===== src/rtl/vga_timing_gen.sv =====
// VGA raster timing generator with framebuffer read addressing.
// Sync/de/position outputs are delayed to line up with framebuffer read data.
module vga_timing_gen #(
   parameter int H_ACTIVE    = 640,
   parameter int H_FRONT     = 16,
   parameter int H_SYNC      = 96,
   parameter int H_BACK      = 48,
   parameter int V_ACTIVE    = 480,
   parameter int V_FRONT     = 10,
   parameter int V_SYNC      = 2,
   parameter int V_BACK      = 33,
   parameter bit HSYNC_POL   = 1'b0,
   parameter bit VSYNC_POL   = 1'b0,
   parameter int SCALE_SHIFT = 2,
   parameter int MEM_LATENCY = 1,
   parameter int CNT_W       = 12,
   parameter int ADDR_W      = 15
) (
   input  logic              clk,
   input  logic              rst,
   input  logic              pix_en,
   output logic [ADDR_W-1:0] fb_addr,
   output logic              fb_rden,
   output logic              h_sync,
   output logic              v_sync,
   output logic              de,
   output logic [CNT_W-1:0]  pos_x,
   output logic [CNT_W-1:0]  pos_y,
   output logic              line_start,
   output logic              frame_start,
   output logic [15:0]       frame_count
);

   localparam int H_TOTAL = H_ACTIVE + H_FRONT + H_SYNC + H_BACK;
   localparam int V_TOTAL = V_ACTIVE + V_FRONT + V_SYNC + V_BACK;

   localparam logic [CNT_W-1:0] H_LAST = CNT_W'(H_TOTAL - 1);
   localparam logic [CNT_W-1:0] V_LAST = CNT_W'(V_TOTAL - 1);
   localparam logic [CNT_W-1:0] H_ACT  = CNT_W'(H_ACTIVE);
   localparam logic [CNT_W-1:0] V_ACT  = CNT_W'(V_ACTIVE);
   localparam logic [CNT_W-1:0] H_SS   = CNT_W'(H_ACTIVE + H_FRONT);
   localparam logic [CNT_W-1:0] H_SE   = CNT_W'(H_ACTIVE + H_FRONT + H_SYNC);
   localparam logic [CNT_W-1:0] V_SS   = CNT_W'(V_ACTIVE + V_FRONT);
   localparam logic [CNT_W-1:0] V_SE   = CNT_W'(V_ACTIVE + V_FRONT + V_SYNC);
   localparam logic [CNT_W-1:0] Y_MASK = CNT_W'((1 << SCALE_SHIFT) - 1);
   localparam logic [ADDR_W-1:0] FB_W  = ADDR_W'(H_ACTIVE >> SCALE_SHIFT);

   typedef struct packed {
      logic             vld;
      logic             hs;
      logic             vs;
      logic             act;
      logic [CNT_W-1:0] hc;
      logic [CNT_W-1:0] vc;
   } tap_t;

   logic [CNT_W-1:0]  h_cnt_q, h_cnt_d;
   logic [CNT_W-1:0]  v_cnt_q, v_cnt_d;
   logic [ADDR_W-1:0] row_base_q, row_base_d;
   logic [ADDR_W-1:0] fb_addr_q, fb_addr_d;
   logic              fb_rden_q, fb_rden_d;
   logic              shifted_q, shifted_d;
   logic [15:0]       frame_count_q, frame_count_d;
   tap_t              tap_q [0:MEM_LATENCY];
   tap_t              tap_d [0:MEM_LATENCY];

   logic              raw_hs, raw_vs, raw_act, line_act;
   logic [ADDR_W-1:0] x_word;
   tap_t              tap_out;

   assign raw_hs   = (h_cnt_q >= H_SS) && (h_cnt_q < H_SE);
   assign raw_vs   = (v_cnt_q >= V_SS) && (v_cnt_q < V_SE);
   assign line_act = (v_cnt_q < V_ACT);
   assign raw_act  = (h_cnt_q < H_ACT) && line_act;
   assign x_word   = ADDR_W'(h_cnt_q >> SCALE_SHIFT);

   always_comb begin
      h_cnt_d       = h_cnt_q;
      v_cnt_d       = v_cnt_q;
      row_base_d    = row_base_q;
      fb_addr_d     = fb_addr_q;
      fb_rden_d     = fb_rden_q;
      tap_d         = tap_q;
      shifted_d     = pix_en;
      frame_count_d = frame_count_q + 16'(frame_start);
      if (pix_en) begin
         fb_rden_d     = raw_act;
         fb_addr_d     = raw_act ? (row_base_q + x_word) : '0;
         tap_d[0].vld  = 1'b1;
         tap_d[0].hs   = raw_hs;
         tap_d[0].vs   = raw_vs;
         tap_d[0].act  = raw_act;
         tap_d[0].hc   = h_cnt_q;
         tap_d[0].vc   = v_cnt_q;
         for (int i = 1; i <= MEM_LATENCY; i++) begin
            tap_d[i] = tap_q[i-1];
         end
         if (h_cnt_q == H_LAST) begin
            h_cnt_d = '0;
            if (v_cnt_q == V_LAST) begin
               v_cnt_d    = '0;
               row_base_d = '0;
            end else begin
               v_cnt_d = v_cnt_q + 1'b1;
               // advance one framebuffer row after each replicated line group
               if (line_act && ((v_cnt_q & Y_MASK) == Y_MASK)) begin
                  row_base_d = row_base_q + FB_W;
               end
            end
         end else begin
            h_cnt_d = h_cnt_q + 1'b1;
         end
      end
   end

   always_ff @(posedge clk) begin
      if (rst) begin
         h_cnt_q       <= '0;
         v_cnt_q       <= '0;
         row_base_q    <= '0;
         fb_addr_q     <= '0;
         fb_rden_q     <= 1'b0;
         shifted_q     <= 1'b0;
         frame_count_q <= '0;
         for (int i = 0; i <= MEM_LATENCY; i++) begin
            tap_q[i] <= '0;
         end
      end else begin
         h_cnt_q       <= h_cnt_d;
         v_cnt_q       <= v_cnt_d;
         row_base_q    <= row_base_d;
         fb_addr_q     <= fb_addr_d;
         fb_rden_q     <= fb_rden_d;
         shifted_q     <= shifted_d;
         frame_count_q <= frame_count_d;
         for (int i = 0; i <= MEM_LATENCY; i++) begin
            tap_q[i] <= tap_d[i];
         end
      end
   end

   assign tap_out     = tap_q[MEM_LATENCY];
   assign fb_addr     = fb_addr_q;
   assign fb_rden     = fb_rden_q;
   assign h_sync      = tap_out.hs ? HSYNC_POL : ~HSYNC_POL;
   assign v_sync      = tap_out.vs ? VSYNC_POL : ~VSYNC_POL;
   assign de          = tap_out.act;
   assign pos_x       = tap_out.act ? tap_out.hc : '0;
   assign pos_y       = tap_out.act ? tap_out.vc : '0;
   // pulses only in the clk right after the delay line moved
   assign line_start  = shifted_q && tap_out.vld && (tap_out.hc == '0);
   assign frame_start = line_start && (tap_out.vc == '0);
   assign frame_count = frame_count_q;

endmodule


===== config.mk =====
export PLATFORM = sky130hd
export DESIGN_NAME = vga_timing_gen
export DESIGN_NICKNAME = d
export VERILOG_FILES = /design/src/rtl/vga_timing_gen.sv
export SDC_FILE = /design/constraint.sdc
export NUM_CORES = 1
export LEC_CHECK = 0
export CAP_MARGIN = 15
export CORE_ASPECT_RATIO = 0.6
export CORE_MARGIN = 4
export CORE_UTILIZATION = 56
export CTS_CLUSTER_SIZE = 30
export DETAILED_ROUTE_END_ITERATION = 8
export PLACE_DENSITY_LB_ADDON = 0.2
export SYNTH_ARGS = -nofsm -noshare
export SYNTH_HDL_FRONTEND = slang
export SYNTH_SLANG_ARGS = --single-unit

===== constraint.sdc =====
create_clock -name clk -period 3.6 [get_ports clk]
set_clock_uncertainty 0.15 [all_clocks]
set_input_delay 0.72 -clock clk [delete_from_list [all_inputs] [get_ports clk]]
set_output_delay 0.72 -clock clk [all_outputs]
set_load 0.1 [all_outputs]

==> flow_summary.toml <==
[sta]
relSlewSlack_pct = 34.72
max_freq_ghz = 0.3241
hold_violations = 0
setup_violations = 0
holdWs_ps = 307.3
final.setup.tns_ps = 0
finalCritPeriodShare_pct = 85.71
slew_viol_final = 0
worst_pin_slew_ps = 976.1
layout_min_cycle_time_ps = 3085
rsz0062_at_grt = "false"

[power]
pwr-share-clk_pct = 54.7
p_int_uw = 2581
cellPowerDensity_nw_per_um2 = 487.2
p_switching_uw = 664.6
p_seq_share_pct = 42.1
peakVddDrop_uv = 332.4
p_sw_share_pct = 20.48
power_leakage_uw = 0.002672
p_comb_share_pct = 3.1

[global_routing]
grt_usage_pct = 22.17
grt_antenna_before_repair = 0
first_global_vias = 4339
grt_overflow = 0
grt_pass1_wl_mm = 20.50
grt_max_degree = 58

[worst_hold_path]
holdCritStartpoint = "fb_addr[12]"
hold_path.class = "flip-flop to flip-flop"
min_path_cells = 2
whs_endpoint = "fb_addr[12]"

[clock_tree]
clock_path_buffers = 2
post-cts-setup-buffers = 0
htree_levels = 4
post_cts_resized = 0
hold_buffers = 0
clock_latency_ps = 400
clock_sinks = 122
cts.reportedPaths.clkPinSlew_ps = 50
cts-root-buf = "clkbuf_16"
cts_tree = "yes"
numCtsBuffers = 17

[finish]
ff_latch_area_sq_um = 2442
finalNetCount = 675
nFillCells = 731
final_util_pct = 71.70
synthToLayoutAreaGrowth_pct = 23.27
stdcell_count = 801
fin_area_sq_um = 6661
antenna_cells = 0
multiInputGateArea_sq_um = 2854
drive_above_1_share_pct = 15.65

[setup_path]
startpoint_type = "flip-flop"
critPathSlowestCell = "nor4_1"
timing.rr.end = "frame_count[12]"
r2r_start = "tap_out[19]"
path_max_fanout = 3
endpoint_kind = "primary output"
path_buf_inv = 1
crit_required_ps = 2730
path_class = "flip-flop to primary output"
arrival_ps = 2220
r2r_setup_slack_ps = 900
r2r_cells = 11
max_stage_delay_ps = 390
cp_cell_sequence = "nor4_1, nand2_1, nor4_4, and4_4, buf_4"
critical_path.top_delay_family = "simple AND/OR/NAND/NOR gates"

[route]
via_per_inst = 5.483
wl_per_cell_um = 15.27
vias = 4392
drt_iter0_markers = 276
wirelength_mm = 12.23
antenna_left = 0
route.detailed.drc = 0
drt-pass1-iter-count = 5

[synthesis]
synth_compound_area_share_pct = 6.738
syn_avg_cell_area_sq_um = 8.977
yosysSeqAreaShare_pct = 45.20
synth_mux_area_share_pct = 9.632
yosysWarnings = 0
synth.distinct_cells = 51
syn_inst = 602
synth_fp_nets = 619
synth_top_family_by_area = "simple AND/OR/NAND/NOR gates"
ys_ff_latch = 122
synth_xor_area_share_pct = 7.131
synthAdderAreaFrac_pct = 3.241
syn_area_sq_um = 5404
synthSimpleGateAreaFrac_pct = 24.70

[placement]
port_buffers = 63
hpwl_mm = 8.385
place.gp.congestion = 0.8966
dp_cells = 769
dpl-instance-area_sq_um = 6032

[run_status]
status = "complete, no violations"

[floorplan]
rows = 27
io_pins = 64
die_width_um = 134.8
die_h_um = 84.09
coreArea_sq_um = 9290
dieArea_sq_um = 11340
start_util_pct = 58.17

[run]
maxCapViolations = 0
==> cells by family after synthesis <==
group	Yosys count
buffers and inverters	43
DFF	122
muxes	52
and+or+nand+nor	265
adders and majority gates	14
other	1
AOI/OAI and AO/OA	61
xor gates and xnor gates	44
==> layout make-up <==
type	instances	share of cell area (%)
Clock buffer	21	6.912
Clock inverter	11	2.536
Inverter	12	0.6762
Multi-Input combinational cell	437	42.84
Sequential cell	122	36.66
Tap cell	130	2.442
Timing Repair Buffer	68	7.926
==> placed cells by master (no fill, tap or decap), types with 8 or more instances in the layout <==
cell type / count
a21oi_1: 22
and2_1: 26
buf_4: 57
clkbuf_16: 17
clkdlybuf4s50_1: 9
dfxtp_1: 122
ha_1: 12
inv_1: 11
mux2i_1: 52
nand2_1: 41
nand3_1: 15
nand4_1: 15
nor2_1: 111
nor3_1: 8
o21ai_0: 20
or3_1: 9
xnor2_1: 18
xor2_1: 26
==> state kept, by name, summed over array words and instances (netlist names) <==
register and count:
frame_count 16, tap_out 27, h_cnt_q 12, tap_q 28, shifted_q 1, row_base_q 10
v_cnt_q 12, fb_addr 15, de 1
==> power by group through the flow <==
stage | clock (uW) | combinational, uW | sequential [uW]
final | 1780 | 102 | 1370
after global routing | 1870 | 109 | 1370
after CTS | 1810 | 102 | 1370
after detailed placement | 0 | 102 | 1400
after global placement | 0 | 99.6 | 1390
after floorplan | 0 | 68.0 | 1410
==> through the flow <==
| step | power, uW | setup slack, ps |
|---|---|---|
| after floorplan | 1476 | -116.0 |
| after global placement | 1494 | 1009 |
| after detailed placement | 1497 | 922.6 |
| after CTS | 3278 | 507.9 |
| after global routing | 3344 | 445.1 |
| final | 3245 | 514.5 |
==> synth_stat cells, drive strengths merged <==
cell,instances,area share [%]
dfxtp,122,45
nor2,111,7.7
mux2i,52,9.6
nand2,42,2.9
and2,26,3.0
xor2,26,4.2
a21oi,22,2.0
clkbuf,20,1.4
o21ai,20,1.9
xnor2,18,2.9
nand3,16,1.6
nand4,16,2.1
ha,14,3.2
buf,11,1.1
inv,11,0.76
nor3,10,0.93
or3,9,1.0
nor4,8,1.0
a22oi,6,0.83
and4,6,0.97
and3,5,0.58
a211oi,4,0.56
nand2b,3,0.35
nor2b,3,0.35
nor4b,3,0.88
or4b,2,0.37
a2111o,1,0.21
a2111oi,1,0.28
a21o,1,0.14
a31o,1,0.16
a31oi,1,0.12
and4b,1,0.19
clkinv,1,0.069
conb,1,0.069
nand4b,1,0.16
nor4bb,1,0.19
o2111ai,1,0.16
o211ai,1,0.14
o21bai,1,0.14
o22ai,1,0.12
or2,1,0.12
or4bb,1,0.21
==> worst max-delay path by stage <==
stage	start	endpoint	depth (start not counted)
floorplan	tap_out[13]	frame_count[14]	10
global placement	pix_en	v_cnt_q[8]	6
detailed placement	tap_out[15]	frame_count[12]	11
CTS	tap_out[15]	frame_start	5
global route	tap_out[19]	frame_start	5
finish	tap_out[19]	frame_start	5
==> worst min-delay path: stages (launching register included) <==
cell	delay [ps]
dfxtp_1	320
nand2_1	40
o21ai_0	60
==> metal layers <==
metal | up-vias | global-route usage [%] | wire length, um
met1 | 2081 | 29.86 | 5869
met5 | - | 0 | 0
met4 | 0 | 8.041 | 104
li1 | 2180 | - | -
met3 | 15 | 5.422 | 757
met2 | 116 | 34.56 | 5499
Power figures use the tool's default switching activity.
